<file path="config.mk">
export PLATFORM = sky130hd
export DESIGN_NAME = clk_div_ctrl
export DESIGN_NICKNAME = d
export VERILOG_FILES = /design/src/rtl/clk_div_pkg.sv /design/src/rtl/clk_div_counter.sv /design/src/rtl/clk_div_ctrl.sv
export SDC_FILE = /design/constraint.sdc
export NUM_CORES = 1
export LEC_CHECK = 0
export BUFFER_PORTS_ARGS = -buffer_cell sky130_fd_sc_hd__buf_2
export CORE_MARGIN = 1
export CORE_UTILIZATION = 50
export CTS_CLUSTER_DIAMETER = 40
export CTS_CLUSTER_SIZE = 12
export DETAILED_ROUTE_END_ITERATION = 8
export PLACE_DENSITY = 0.84
export SYNTH_ARGS = -nofsm -noshare
export SYNTH_HDL_FRONTEND = slang
export SYNTH_SLANG_ARGS = --single-unit
</file>
<file path="constraint.sdc">
create_clock -name clk -period 2.3 [get_ports clk]
set_input_delay 0.23 -clock clk [delete_from_list [all_inputs] [get_ports clk]]
set_output_delay 0.23 -clock clk [all_outputs]
set_load 0.1 [all_outputs]
</file>
<file path="src/rtl/clk_div_pkg.sv">
// Shared types and helpers for the power-of-two clock divider controller.
package clk_div_pkg;

  localparam int SEL_W = 3;
  localparam int CNT_W = 8;

  typedef enum logic [1:0] {
    OFF    = 2'd0,
    RUN    = 2'd1,
    SWITCH = 2'd2
  } state_e;

  // Terminal count of a divide-by-2^(sel+1) period.
  function automatic logic [CNT_W-1:0] last_count(input logic [SEL_W-1:0] sel);
    logic [31:0] n;
    n = (32'd2 << sel) - 32'd1;
    return n[CNT_W-1:0];
  endfunction

endpackage

</file>
<file path="src/rtl/clk_div_counter.sv">
// Period counter with boundary detect and registered div_out / tick outputs.
module clk_div_counter
  import clk_div_pkg::*;
#(
  parameter int SEL_W = clk_div_pkg::SEL_W,
  parameter int CNT_W = clk_div_pkg::CNT_W
) (
  input  logic             clk,
  input  logic             rst,
  input  logic             run,
  input  logic [SEL_W-1:0] active_sel,
  output logic             boundary,
  output logic             div_out,
  output logic             tick
);

  logic [CNT_W-1:0] count;
  logic             at_last;

  assign at_last  = (count == last_count(active_sel));
  assign boundary = run && at_last;

  // NOTE: non-blocking assignments so every register here samples pre-edge values.
  always_ff @(posedge clk) begin
    if (rst) begin
      count   <= '0;
      div_out <= 1'b0;
      tick    <= 1'b0;
    end else begin
      if (!run || at_last) begin
        count <= '0;
      end else begin
        count <= count + CNT_W'(1);
      end
      div_out <= count[active_sel];
      tick    <= boundary;
    end
  end

endmodule

</file>
<file path="src/rtl/clk_div_ctrl.sv">
// Divider control FSM: cfg handshake, pending ratio, and boundary-aligned switching.
module clk_div_ctrl
  import clk_div_pkg::*;
#(
  parameter int SEL_W   = clk_div_pkg::SEL_W,
  parameter int CNT_W   = clk_div_pkg::CNT_W,
  parameter int RST_SEL = 0
) (
  input  logic             clk,
  input  logic             rst,
  input  logic             en,
  input  logic             cfg_valid,
  input  logic [SEL_W-1:0] cfg_sel,
  output logic             cfg_ready,
  output logic [SEL_W-1:0] active_sel,
  output logic             div_out,
  output logic             tick,
  output logic             busy
);

  localparam logic [1:0] ST_OFF    = OFF;
  localparam logic [1:0] ST_RUN    = RUN;
  localparam logic [1:0] ST_SWITCH = SWITCH;

  logic [1:0]       state;
  logic [SEL_W-1:0] pending_sel;
  logic             boundary;
  logic             xfer;

  assign cfg_ready = (state != ST_SWITCH);
  assign busy      = (state != ST_OFF);
  assign xfer      = cfg_valid && cfg_ready;

  always_ff @(posedge clk) begin
    if (rst) begin
      state       <= ST_OFF;
      active_sel  <= SEL_W'(RST_SEL);
      pending_sel <= '0;
    end else begin
      case (state)
        ST_OFF: begin
          if (xfer) active_sel <= cfg_sel;
          if (en)   state      <= ST_RUN;
        end
        ST_RUN: begin
          // A ratio accepted while running waits for the next boundary.
          if (xfer) begin
            pending_sel <= cfg_sel;
            state       <= ST_SWITCH;
          end else if (boundary && !en) begin
            state <= ST_OFF;
          end
        end
        ST_SWITCH: begin
          if (boundary) begin
            active_sel <= pending_sel;
            state      <= en ? ST_RUN : ST_OFF;
          end
        end
        // NOTE: default arm recovers from the unused encoding and keeps the case full.
        default: state <= ST_OFF;
      endcase
    end
  end

  clk_div_counter #(
    .SEL_W (SEL_W),
    .CNT_W (CNT_W)
  ) u_counter (
    .clk        (clk),
    .rst        (rst),
    .run        (busy),
    .active_sel (active_sel),
    .boundary   (boundary),
    .div_out    (div_out),
    .tick       (tick)
  );

endmodule

</file>
* Word-level counts from Yosys, hierarchy flattened
Cells that the tools add are included.
Storage, ports and cells: bits in registers 18, logic and storage cells 42, input port bits 7
Operators by class: shift operators 1, equality and inequality tests 8, $lt $le $gt $ge 1, reductions and logical operators 13, muxes and demuxes 11, add/subtract/negate cells 2
Operator list (count):
- 8-bit by 1-bit adder with 8-bit output (second input constant) | 1
- 8-bit == test | 1
- 2-bit two-way mux | 4
- 2-bit inequality test (second input constant) | 4
- 2-bit by 3-bit left shift with 8-bit output (first input constant) | 1
- 8-bit by 1-bit subtractor with 8-bit output (second input constant) | 1
- 3-bit two-way mux | 2
- 2-bit one-hot mux with 3 select lines | 1
- 3-bit one-hot mux with 2 select lines | 1
- 3-bit AND reduction | 2
- 3-bit by 4-bit less-than comparator with 1-bit output (second input constant) | 1
- 2-bit nonzero test | 2
- 1-bit binary-select mux with 3-bit select | 1
- 1-bit logical AND | 3
- 3-bit inequality test (second input constant) | 1
- 2-bit by 1-bit == test with 1-bit output (second input constant) | 1
- 2-bit == test (second input constant) | 1
- 1-bit zero test | 2
- 2-bit zero test | 1
- 1-bit two-way mux | 2
- 2-bit AND reduction | 1
- 2-bit OR reduction | 1
- 1-bit logical OR | 1

* Depth between registers and ports, before layout
depth after elaboration 8, gate-level depth with buffers 12

* Cells and area by module
From an unflattened synthesis, not the netlist that was laid out.
Unflattened totals: cell total of the unflattened synthesis 107, area total of the unflattened synthesis 1032.2 um^2
By module, submodules not included:
- clk_div_counter | area each 663.1 um^2, seq. area each 200.2 um^2, cells each 68, times used 1
- clk_div_ctrl | area each 369.1 um^2, seq. area each 160.2 um^2, cells each 39, times used 1

* Worst setup path before layout
Ideal clock, no wire load.
path type reg-to-reg, start point register active_sel[2], end point register active_sel[0], path buffers 2, period minus slack after synthesis 3.163 ns, path slack -0.863 ns, data arrival time 3.039 ns, stages on the path, launching flop included 12, setup time 0.123 ns, data required time 2.177 ns, cells stage by stage dfxtp_1 > buf_2 > nor2_1 > nand2_1 > ha_1 > buf_4 > xor2_1 > mux2i_1 > o32a_1 > a311oi_4 > a22oi_2 > mux2_1
On the way: word-level cells in the longest chain between the ends 6
Ends and longest elaborated chain:
- start: declaration | line clk_div_ctrl.sv:15 | output logic [SEL_W-1:0] active_sel,
- start signal: assignment | line clk_div_ctrl.sv:37 | active_sel <= SEL_W'(RST_SEL);
- start signal: assignment | line clk_div_ctrl.sv:42 | if (xfer) active_sel <= cfg_sel;
- start signal: assignment | line clk_div_ctrl.sv:56 | active_sel <= pending_sel;
- 2-bit by 3-bit left shift with 8-bit output | line clk_div_pkg.sv:16 | n = (32'd2 << sel) - 32'd1;
- 8-bit by 1-bit subtractor with 8-bit output | line clk_div_pkg.sv:16
- 8-bit == test | line clk_div_counter.sv:20 | assign at_last = (count == last_count(active_sel));
- 1-bit logical AND | line clk_div_counter.sv:21 | assign boundary = run && at_last;
- 2-bit inequality test (no source line)
- 3-bit AND reduction (no source line)
Every way passes these cells. A chain may end at the register's enable or synchronous reset.

* Worst setup path in the final report
start point register active_sel[2], end point register active_sel[1]
The elaborated chain is that of the path after synthesis.

==> flow_metrics.env <==
export IMPL_status="complete, but fails checks"
export IMPL_violations="negative setup slack"
export IMPL_reg2regPathDepth=9
export IMPL_drive_gt1_share_pct=33.1
export IMPL_via_per_inst=5.66
export IMPL_cts_tree="done"
export IMPL_nets=146
export IMPL_die_x_um=48.7
export IMPL_ios=14
export IMPL_cts_made_buffers=3
export IMPL_pwr_share_seq_pct=44.2
export IMPL_grt_first_pass_wirelength_um=3880
export IMPL_area_growth_pct=19.6
export IMPL_avgRoutedWirePerCell_um=14.4
export IMPL_synthXorXnorAreaFrac_pct=7.22
export IMPL_die_y_um=48.7
export IMPL_layout_commonest_cell="nor2_1"
export IMPL_place_gp_congestion=0.825
export IMPL_ir_drop_mv=0.413
export IMPL_slew_viol_final=0
export IMPL_whs_ps=180
export IMPL_synth_compound_area_share_pct=11.0
export IMPL_htreeDepth=1
export IMPL_min_path_type="in -> reg"
export IMPL_netlist_area_um2=1090
export IMPL_gr_total_overflow=0
export IMPL_min_path_cells=3
export IMPL_cp_required_ps=2490
export IMPL_crit_path_start_kind="register"
export IMPL_critPathMaxFanout=7
export IMPL_p_sw_uw=270
export IMPL_critPathKind="reg -> reg"
export IMPL_fin_crit_sh_pct=103
export IMPL_clk_latency_ps=290
export IMPL_grt_use_total_pct=20.8
export IMPL_switching_share_pct=35.5
export IMPL_fin_skew_ps=4.57
export IMPL_rr_endpoint="active_sel[1]"
export IMPL_die_area_um2=2370
export IMPL_internal_power_uw=490
export IMPL_relSlewSlack_pct=67.9
export IMPL_r2r_start="active_sel[2]"
export IMPL_maxCapViolCount=0
export IMPL_layout_cells_non_filler=163
export IMPL_ctsLongestPathBuffers=2
export IMPL_synth_simple_area_share_pct=24.5
export IMPL_synth_top_family_by_area="simple AND/OR/NAND/NOR gates"
export IMPL_hp_start="cfg_sel[1]"
export IMPL_finalHoldViolCount=0
export IMPL_hold_end="pending_sel[1]"
export IMPL_period_needed_ps=2360
export IMPL_fmax_mhz=424
export IMPL_antenna_cells=0
export IMPL_clock_root_buffer="clkbuf_4"
export IMPL_final_cell_mix="nor2_1 (20), dfxtp_1 (15), buf_2 (13)"
export IMPL_syn_nets=130
export IMPL_synth_distinct_cells=41
export IMPL_power_density_nw_per_um2=582
export IMPL_final_antenna_net_count=0
export IMPL_post_dp_hpwl_um=1630
export IMPL_cts_sinks=18
export IMPL_yosysSeqAreaShare_pct=33.0
export IMPL_fin_ws_ps=-58.5
export IMPL_fill_cells=163
export IMPL_regArea_um2=372
export IMPL_pwr_share_clk_pct=22.0
export IMPL_yosys_area_share_adder_pct=2.29
export IMPL_grt_pass1_vias=922
export IMPL_yosysWarnings=0
export IMPL_synthMuxAreaShare_pct=14.9
export IMPL_antenna_found_initial=0
export IMPL_tightest_slew_ps=485
export IMPL_multi_input_area_um2=726
export IMPL_rows=16
export IMPL_p_leak_nw=0.544
export IMPL_grt_max_degree=15
export IMPL_r2r_setup_slack_ps=-60
export IMPL_yosys_register_bits=18
export IMPL_finalSetupViolCount=10
export IMPL_drt_iter0_drc=34
export IMPL_coreArea_um2=2000
export IMPL_synthCells=121
export IMPL_port_buffer_count=13
export IMPL_rsz0062_at_grt="yes"
export IMPL_crit_arrival_ps=2550
export IMPL_drcViolationCount=0
export IMPL_wl_um=2350
export IMPL_clkTransAtPathRegs_ps=100
export IMPL_end_kind="register"
export IMPL_syn_avg_cell_area_um2=9.02
export IMPL_num_vias=923
export IMPL_pwr_share_comb_pct=33.8
export IMPL_dp_cells=157
export IMPL_start_util_pct=54.5
export IMPL_firstDrtPassIters=4
worst max-delay path by stage:
| stage | start | to | slack [ps] | cells past startpoint |
|---|---|---|---|---|
| 2_1_floorplan | active_sel[2] | active_sel[0] | -240 | 11 |
| 3_3_place_gp | active_sel[1] | state[0] | -1 | 9 |
| 3_5_place_dp | active_sel[1] | state[0] | -100 | 9 |
| 4_1_cts | active_sel[1] | state[0] | 9 | 10 |
| 5_1_grt | active_sel[2] | state[0] | -170 | 10 |
| 6_report | active_sel[2] | active_sel[1] | -60 | 9 |
stage by stage:
step / utilization (%) / instance area, µm² / setup slack [ps] / power (mW) / TNS, ps
CTS: 62.9 / 1260 / 9.24 / 0.734 / 0
global route: 65.2 / 1310 / -169 / 0.804 / -1710
global placement: 60.3 / 1210 / -1.22 / 0.555 / -1.22
detailed placement: 60.3 / 1210 / -97.2 / 0.564 / -373
finish: 65.2 / 1310 / -58.5 / 0.760 / -249
floorplan: - / 1140 / -237 / 0.530 / -1660
worst max-delay path, stage by stage, from the launching register on:
cell	delay, ps
dfxtp_4	370
nor2_4	140
nand2_2	90
ha_4	190
xor2_2	160
mux2i_1	130
o32a_1	380
a311oi_4	330
a22oi_2	150
mux2_4	320
state kept, by name, indices dropped and copies added, names as in the netlist:
name	cells
u_counter.count	8
u_counter.div_out	1
u_counter.tick	1
state	2
active_sel	3
pending_sel	3
timing repair:
action | in CTS | in global routing
setup buffers | 0 | 2
endpoints found under the setup margin | 12 | 14
hold buffers | 0 | 0
pin swaps | 0 | 5
resized for setup | 4 | 7
metal layers:
metal / up-vias / part of all wire (%) / GRT usage (%)
li1: 447 / - / -
met1: 443 / 43 / 25.3
met2: 31 / 52 / 36.1
met3: 2 / 4.2 / 3.14
met4: 0 / 0.68 / 9.31
met5: - / 0 / 0
kinds of logic after synthesis:
group / count (synthesis)
AO/OA/AOI/OAI: 13
buffers and inverters: 16
adder cells (fa/ha/maj): 2
XOR/XNOR: 9
AND/OR/NAND/NOR: 50
multiplexers: 13
flip-flops: 18
cell type report:
cell class                 count  share of cell area (%)
timing repair buffer          21                    9.59
sequential                    18                    28.5
multi-input combinational     87                    55.6
tap                           27                    2.59
inverter                       6                    1.73
clock buffer                   4                    2.01
power by group through the flow:
| stage | clock (mW) | combinational [mW] | sequential, mW |
|---|---|---|---|
| floorplan | 0 | 0.152 | 0.378 |
| global placement | 0 | 0.214 | 0.341 |
| detailed placement | 0 | 0.222 | 0.342 |
| CTS | 0.168 | 0.231 | 0.335 |
| global route | 0.190 | 0.276 | 0.337 |
| finish | 0.167 | 0.257 | 0.336 |
synth_stat cells:
master | number | area share (%)
nor2_1 | 21 | 7.2
or4b_1 | 1 | 0.92
clkbuf_1 | 4 | 1.4
and3_2 | 1 | 0.69
nor3b_1 | 1 | 0.69
inv_1 | 6 | 2.1
o21ai_0 | 2 | 0.92
xnor2_1 | 5 | 4.0
a21oi_1 | 2 | 0.92
and4_2 | 1 | 0.92
a22oi_2 | 1 | 1.1
nor2b_1 | 4 | 2.3
nor3_1 | 1 | 0.46
mux4_1 | 1 | 2.4
nand2_1 | 5 | 1.7
o311ai_2 | 1 | 1.5
ha_1 | 2 | 2.3
nor4bb_1 | 1 | 0.92
buf_6 | 1 | 1.0
nand4_1 | 2 | 1.1
and2_1 | 1 | 0.57
a31oi_1 | 1 | 0.57
and3_4 | 1 | 1.0
o32a_1 | 1 | 0.92
and4_1 | 1 | 0.80
mux2_1 | 3 | 3.1
or3_1 | 1 | 0.57
nand3b_1 | 2 | 1.4
o22ai_1 | 2 | 1.1
xor2_1 | 4 | 3.2
mux4_2 | 1 | 2.1
nor4_1 | 1 | 0.57
nand2b_1 | 3 | 1.7
buf_4 | 1 | 0.69
buf_2 | 4 | 1.8
nand3_1 | 2 | 0.92
o21a_1 | 1 | 0.69
dfxtp_1 | 18 | 33
o2111ai_1 | 1 | 0.80
a311oi_4 | 1 | 2.4
mux2i_1 | 8 | 7.3
Note: power is estimated with default switching activity, not from simulation.
